### config.mk
export PLATFORM = sky130hd
export DESIGN_NAME = shift_issue
export DESIGN_NICKNAME = d
export VERILOG_FILES = /design/src/rtl/shift_issue_pkg.sv /design/src/rtl/shift_decode.sv /design/src/rtl/shift_issue.sv
export SDC_FILE = /design/constraint.sdc
export NUM_CORES = 1
export LEC_CHECK = 0
export BUFFER_PORTS_ARGS = -buffer_cell sky130_fd_sc_hd__buf_2
export CORE_UTILIZATION = 35
export CTS_CLUSTER_DIAMETER = 150
export CTS_CLUSTER_SIZE = 20
export DETAILED_ROUTE_END_ITERATION = 8
export PLACE_DENSITY = 0.62
export SKIP_CTS_REPAIR_TIMING = 1
export SKIP_LAST_GASP = 1
export SLEW_MARGIN = 20
export SYNTH_ARGS = -nofsm -noshare
export SYNTH_HDL_FRONTEND = slang
export SYNTH_SLANG_ARGS = --single-unit
### constraint.sdc
create_clock -name clk -period 2.3 [get_ports clk]
set_input_delay 0.115 -clock clk [delete_from_list [all_inputs] [get_ports clk]]
set_output_delay 0.115 -clock clk [all_outputs]
set_load 0.005 [all_outputs]
### src/rtl/shift_issue_pkg.sv
// -----------------------------------------------------------------------------
// shift_issue_pkg
// Shared definitions for the shift issue buffer and the Shifter it feeds:
//   - MIPS R-type funct codes for the six shift instructions
//   - Shifter shiftop encoding (same constants the Shifter itself uses)
//   - the translated entry record held by the skid buffer
// -----------------------------------------------------------------------------
package shift_issue_pkg;

  // Operand width of the Shifter datapath. The issue block's DATA_W must match.
  localparam int SHIFT_DATA_W = 32;

  // R-type funct codes
  localparam logic [5:0] FUNCT_SLL  = 6'h00;
  localparam logic [5:0] FUNCT_SRL  = 6'h02;
  localparam logic [5:0] FUNCT_SRA  = 6'h03;
  localparam logic [5:0] FUNCT_SLLV = 6'h04;
  localparam logic [5:0] FUNCT_SRLV = 6'h06;
  localparam logic [5:0] FUNCT_SRAV = 6'h07;

  // Shifter shiftop encoding; 2'b11 is never produced.
  typedef enum logic [1:0] {
    SHOP_SRL = 2'b00,
    SHOP_SRA = 2'b01,
    SHOP_SLL = 2'b10
  } shop_e;

  // One translated instruction, ready to drive the Shifter.
  typedef struct packed {
    logic [SHIFT_DATA_W-1:0] data;
    shop_e                   op;
    logic [4:0]              amt;
    logic [4:0]              rd;
  } shift_entry_t;

endpackage

### src/rtl/shift_decode.sv
// -----------------------------------------------------------------------------
// shift_decode
// Purely combinational translation of a shift instruction's funct field into
// the Shifter's shiftop and shift amount.
//   funct  : R-type funct field
//   shamt  : immediate shift amount (sll/srl/sra)
//   rs_amt : rs[4:0], shift amount for the variable forms (sllv/srlv/srav)
//   op     : Shifter shiftop
//   amt    : Shifter shiftamt
//   legal  : 1 when funct is one of the six shift instructions
// -----------------------------------------------------------------------------
module shift_decode
  import shift_issue_pkg::*;
(
  input  logic [5:0] funct,
  input  logic [4:0] shamt,
  input  logic [4:0] rs_amt,
  output shop_e      op,
  output logic [4:0] amt,
  output logic       legal
);

  // NOTE: every output gets a default at the top of the block so no path
  // through the case leaves it unassigned, which would infer a latch.
  always_comb begin
    op    = SHOP_SRL;
    amt   = shamt;
    legal = 1'b1;
    case (funct)
      FUNCT_SLL:  op = SHOP_SLL;
      FUNCT_SRL:  op = SHOP_SRL;
      FUNCT_SRA:  op = SHOP_SRA;
      FUNCT_SLLV: begin
        op  = SHOP_SLL;
        amt = rs_amt;
      end
      FUNCT_SRLV: begin
        op  = SHOP_SRL;
        amt = rs_amt;
      end
      FUNCT_SRAV: begin
        op  = SHOP_SRA;
        amt = rs_amt;
      end
      default:    legal = 1'b0;
    endcase
  end

endmodule

### src/rtl/shift_issue.sv
// -----------------------------------------------------------------------------
// shift_issue
// Execute-stage issue buffer in front of the combinational Shifter. Accepts
// decoded R-type shift instructions, translates them to Shifter controls and
// holds them in a 2-entry skid buffer (main M drives the outputs, skid S
// catches one instruction while M is stalled).
//   clk, rst_n        : clock, asynchronous active-low reset
//   in_valid/in_ready : upstream handshake; in_ready is registered (!S.valid)
//   in_funct, in_shamt, in_rs, in_rt, in_rd : instruction fields
//   flush             : synchronous flush of both entries
//   out_valid/out_ready : downstream handshake
//   sh_in, sh_op, sh_amt, sh_rd : Shifter operand, controls and destination
//   illegal_cnt       : saturating count of rejected funct codes
// -----------------------------------------------------------------------------
module shift_issue
  import shift_issue_pkg::*;
#(
  parameter int DATA_W = SHIFT_DATA_W,
  parameter int CNT_W  = 8
) (
  input  logic              clk,
  input  logic              rst_n,
  input  logic              in_valid,
  output logic              in_ready,
  input  logic [5:0]        in_funct,
  input  logic [4:0]        in_shamt,
  input  logic [DATA_W-1:0] in_rs,
  input  logic [DATA_W-1:0] in_rt,
  input  logic [4:0]        in_rd,
  input  logic              flush,
  output logic              out_valid,
  input  logic              out_ready,
  output logic [DATA_W-1:0] sh_in,
  output logic [1:0]        sh_op,
  output logic [4:0]        sh_amt,
  output logic [4:0]        sh_rd,
  output logic [CNT_W-1:0]  illegal_cnt
);

  if (DATA_W != SHIFT_DATA_W) begin : g_width_check
    $error("shift_issue: DATA_W must equal the Shifter width SHIFT_DATA_W");
  end

  // Only the low five bits of rs carry a shift amount.
  logic unused_rs_hi;
  assign unused_rs_hi = ^in_rs[DATA_W-1:5];

  // ---------------------------------------------------------------------------
  // Decode
  // ---------------------------------------------------------------------------
  shop_e        dec_op;
  logic [4:0]   dec_amt;
  logic         dec_legal;
  shift_entry_t dec_entry;

  shift_decode u_decode (
    .funct  (in_funct),
    .shamt  (in_shamt),
    .rs_amt (in_rs[4:0]),
    .op     (dec_op),
    .amt    (dec_amt),
    .legal  (dec_legal)
  );

  always_comb begin
    dec_entry.data = in_rt;
    dec_entry.op   = dec_op;
    dec_entry.amt  = dec_amt;
    dec_entry.rd   = in_rd;
  end

  // ---------------------------------------------------------------------------
  // Skid buffer state
  // ---------------------------------------------------------------------------
  shift_entry_t     m_q, m_n, s_q, s_n;
  logic             m_valid_q, m_valid_n;
  logic             s_valid_q, s_valid_n;
  logic             in_ready_q;
  logic [CNT_W-1:0] cnt_q, cnt_n;

  logic accept, consume, push;

  assign accept  = in_valid & in_ready_q;
  assign consume = m_valid_q & out_ready;
  assign push    = accept & dec_legal;

  always_comb begin
    m_n       = m_q;
    s_n       = s_q;
    m_valid_n = m_valid_q;
    s_valid_n = s_valid_q;
    cnt_n     = cnt_q;
    if (flush) begin
      // Entry data is left as-is; only the valid bits are dropped, and any
      // same-cycle input (legal or not) is ignored.
      m_valid_n = 1'b0;
      s_valid_n = 1'b0;
    end else begin
      if (consume) begin
        if (s_valid_q) begin
          // in_ready was low, so nothing new can arrive this cycle.
          m_n       = s_q;
          s_valid_n = 1'b0;
        end else if (push) begin
          m_n = dec_entry;
        end else begin
          m_valid_n = 1'b0;
        end
      end else if (push) begin
        if (m_valid_q) begin
          s_n       = dec_entry;
          s_valid_n = 1'b1;
        end else begin
          m_n       = dec_entry;
          m_valid_n = 1'b1;
        end
      end
      if (accept && !dec_legal && (cnt_q != '1)) begin
        cnt_n = cnt_q + 1'b1;
      end
    end
  end

  // NOTE: sequential state uses non-blocking assignments only, so every
  // register samples the pre-edge values computed above.
  // NOTE: both entries (data included) are reset because the outputs must read
  // zero during reset; this is two registers, not a memory array.
  always_ff @(posedge clk or negedge rst_n) begin
    if (!rst_n) begin
      m_q        <= '0;
      s_q        <= '0;
      m_valid_q  <= 1'b0;
      s_valid_q  <= 1'b0;
      in_ready_q <= 1'b0;
      cnt_q      <= '0;
    end else begin
      m_q        <= m_n;
      s_q        <= s_n;
      m_valid_q  <= m_valid_n;
      s_valid_q  <= s_valid_n;
      in_ready_q <= !s_valid_n;
      cnt_q      <= cnt_n;
    end
  end

  // ---------------------------------------------------------------------------
  // Outputs: straight from registers
  // ---------------------------------------------------------------------------
  assign in_ready    = in_ready_q;
  assign out_valid   = m_valid_q;
  assign sh_in       = m_q.data;
  assign sh_op       = m_q.op;
  assign sh_amt      = m_q.amt;
  assign sh_rd       = m_q.rd;
  assign illegal_cnt = cnt_q;

endmodule

==> results_dict.tcl <==
set metrics [dict create \
    timing.fmax_mhz 532 \
    yosys.area.top_type_share_pct 56.3 \
    maxCapViolCount 0 \
    via_per_inst 5.10 \
    cts_tree "done" \
    startpoint_type "register" \
    crit_slowest_cell "and2_4" \
    root_buffer "clkbuf_16" \
    cp-end-kind "register" \
    yosys_warnings 0 \
    path_buf_inv 0 \
    setup_viol_count_final 0 \
    grt_max_degree 57 \
    first_pass_iters 4 \
    die_area_um2 13000 \
    h-tree-depth 3 \
    cp_max_fo 39 \
    p_leak_nw 2.71 \
    clk_path_buf_depth 2 \
    slowest_delay_ps 550 \
    synth_cell_types 37 \
    synth_commonest_cells "99 x dfrtp_1, 81 x nand2_1, 52 x a21oi_1" \
    r2r-start "out_valid" \
    crit_type "register to register" \
    cp_cell_sequence "nor2b_1 -> nor2_4 -> and2_4 -> a31oi_1" \
    period_share_pct 81.8 \
    ys_seq_area_share_pct 56.3 \
    synth_seq_cells 99 \
    synth_area_um2 4400 \
    rsz0062_at_grt "no" \
    powerDensity_nw_per_um2 840 \
    io_pins 139 \
    finalSetupTns_ps 0 \
    ff_latch_area_um2 2480 \
    arrival_ps 2080 \
    grt_remaining_overflow 0 \
    fp.dieW_um 114 \
    yosysMostFrequentCell "dfrtp_1" \
    drc 0 \
    outcome "completed" \
    grt_pass1_vias 3557 \
    nNetsFinal 603 \
    coreArea_um2 12200 \
    worst_pin_slew_ps 604 \
    initial_utilization_pct 36.2 \
    worst_ir_drop_vdd_v 0.000437 \
    path_depth 4 \
    max-slew-margin-rel_pct 58.7 \
    synth_ff_type "dfrtp_1" \
    synthCells 413 \
    hold_path.class "input port to register" \
    syn_to_final_growth_pct 25.3 \
    slew_viol_final 0 \
    rows 40 \
    required_ps 2490 \
    syn_nets 499 \
    antenna_cells 0 \
    routabilityCongestion 0.727 \
    chipHeight_um 114 \
    portBuffers 111 \
    dp_hpwl_um 7140 \
    wl_met2_um 5170 \
    ant_nets 0 \
    totalWireLength_um 10500 \
    cts_buffers 9 \
    wl_met3_um 677 \
    r2r_cells 4 \
    antenna_found_initial 0 \
    hold_viol 0 \
    async_flop_share_pct 100 \
    critPathLaunch "out_valid" \
    routed.top_layer "met4" \
    skew_ps 8.47 \
    clock-sinks 99 \
    hp-start "flush" \
    drt_iter0_drc 138 \
    routedWlPerCell_um 15.2 \
    path_clk_slew_ps 70 \
    whs_path_depth 2 \
    syn_area_per_cell_um2 10.7 \
    nFillCells 1167 \
    synth.top_cells.by_area "dfrtp_1 56%, mux2_2 10%, nand2_1 6.9%, a21oi_1 5.9%, a31oi_1 5.5%" \
    vias 3516 \
    grt_pass1_wl_um 17400 \
    critical-path-top-delay-family "simple AND/OR/NAND/NOR gates" \
    drive_above_1_share_pct 35.4 \
    clock_latency_ps 340 \
    min_period_ps 1880 \
    track_usage_pct 17.1 \
    power_mw 4.63 \
    yosysTopAreaCell "dfrtp_1" \
    multi_input_area_um2 1770 \
    synth_edf_count 0 \
    whs_ps 8.03 \
    met1_length_um 4530 \
]
==> path summary, 6_finish.rpt <==
kind | to | slack [ps]
setup / recovery | sh_in[19] | 420
hold / removal | out_valid | 8
min in group asynchronous | s_q[28] | 300
max in group asynchronous | s_q[35] | 1290
hold reg to reg | sh_amt[0] | 490
setup reg to reg | sh_in[19] | 420
==> metrics by stage <==
stage               area (um^2)  util [%]  worst slack, ps  cells
floorplan                  4400         -              731    413
global placement           5160      42.5              471    673
detailed placement         5160      42.5              409    673
CTS                        5510      45.3              399    689
global route               5520      45.4              300    690
finish                     5520      45.4              419    690
==> logic make-up after synthesis <==
family | share of synthesized area, %
DFF | 56.3
muxes | 11.4
and+or+nand+nor | 11.3
buffers and inverters | 3.98
AOI/OAI and AO/OA | 16.0
xor gates and xnor gates | 0.796
adders and majority gates | 0.284
==> per-layer routing <==
| metal | up-vias | track usage [%] |
|---|---|---|
| met5 | - | 0 |
| met2 | 92 | 28.1 |
| met1 | 1730 | 21.3 |
| met4 | 0 | 5.80 |
| met3 | 12 | 5.29 |
| li1 | 1682 | - |
==> placed cells by master (no fill, tap or decap), drive strengths merged, types with 4 or more instances in the layout <==
cell type,netlist,layout
o2bb2ai,5,5
nand3,8,8
dfrtp,99,99
inv,5,5
nand2,81,81
buf,15,122
mux2i,5,5
clkbuf,15,10
a21oi,52,52
nor2,10,10
mux2,40,40
o211ai,5,5
a41o,4,4
a31oi,39,39
==> flip-flops by register name, indices dropped and copies added, names as in the netlist <==
register	cells
sh_op	2
sh_amt	5
out_valid	1
s_valid_q	1
sh_in	32
in_ready	1
s_q	44
illegal_cnt	8
sh_rd	5
==> power by group <==
group          internal, mW  total, mW  switching [mW]
Combinational         0.383      0.759           0.376
Sequential             1.99       2.16           0.166
Clock                  1.07       1.72           0.651
==> final cells by class <==
class | instances | share of cell area (%)
clock buffers | 10 | 4.15
flip-flops and latches | 99 | 44.9
clock inverters | 6 | 2.06
well taps | 168 | 3.81
inverters | 5 | 0.340
multi-input cells | 279 | 32.0
repair buffers | 123 | 12.7
No activity file was read; power rests on OpenSTA's default activity.
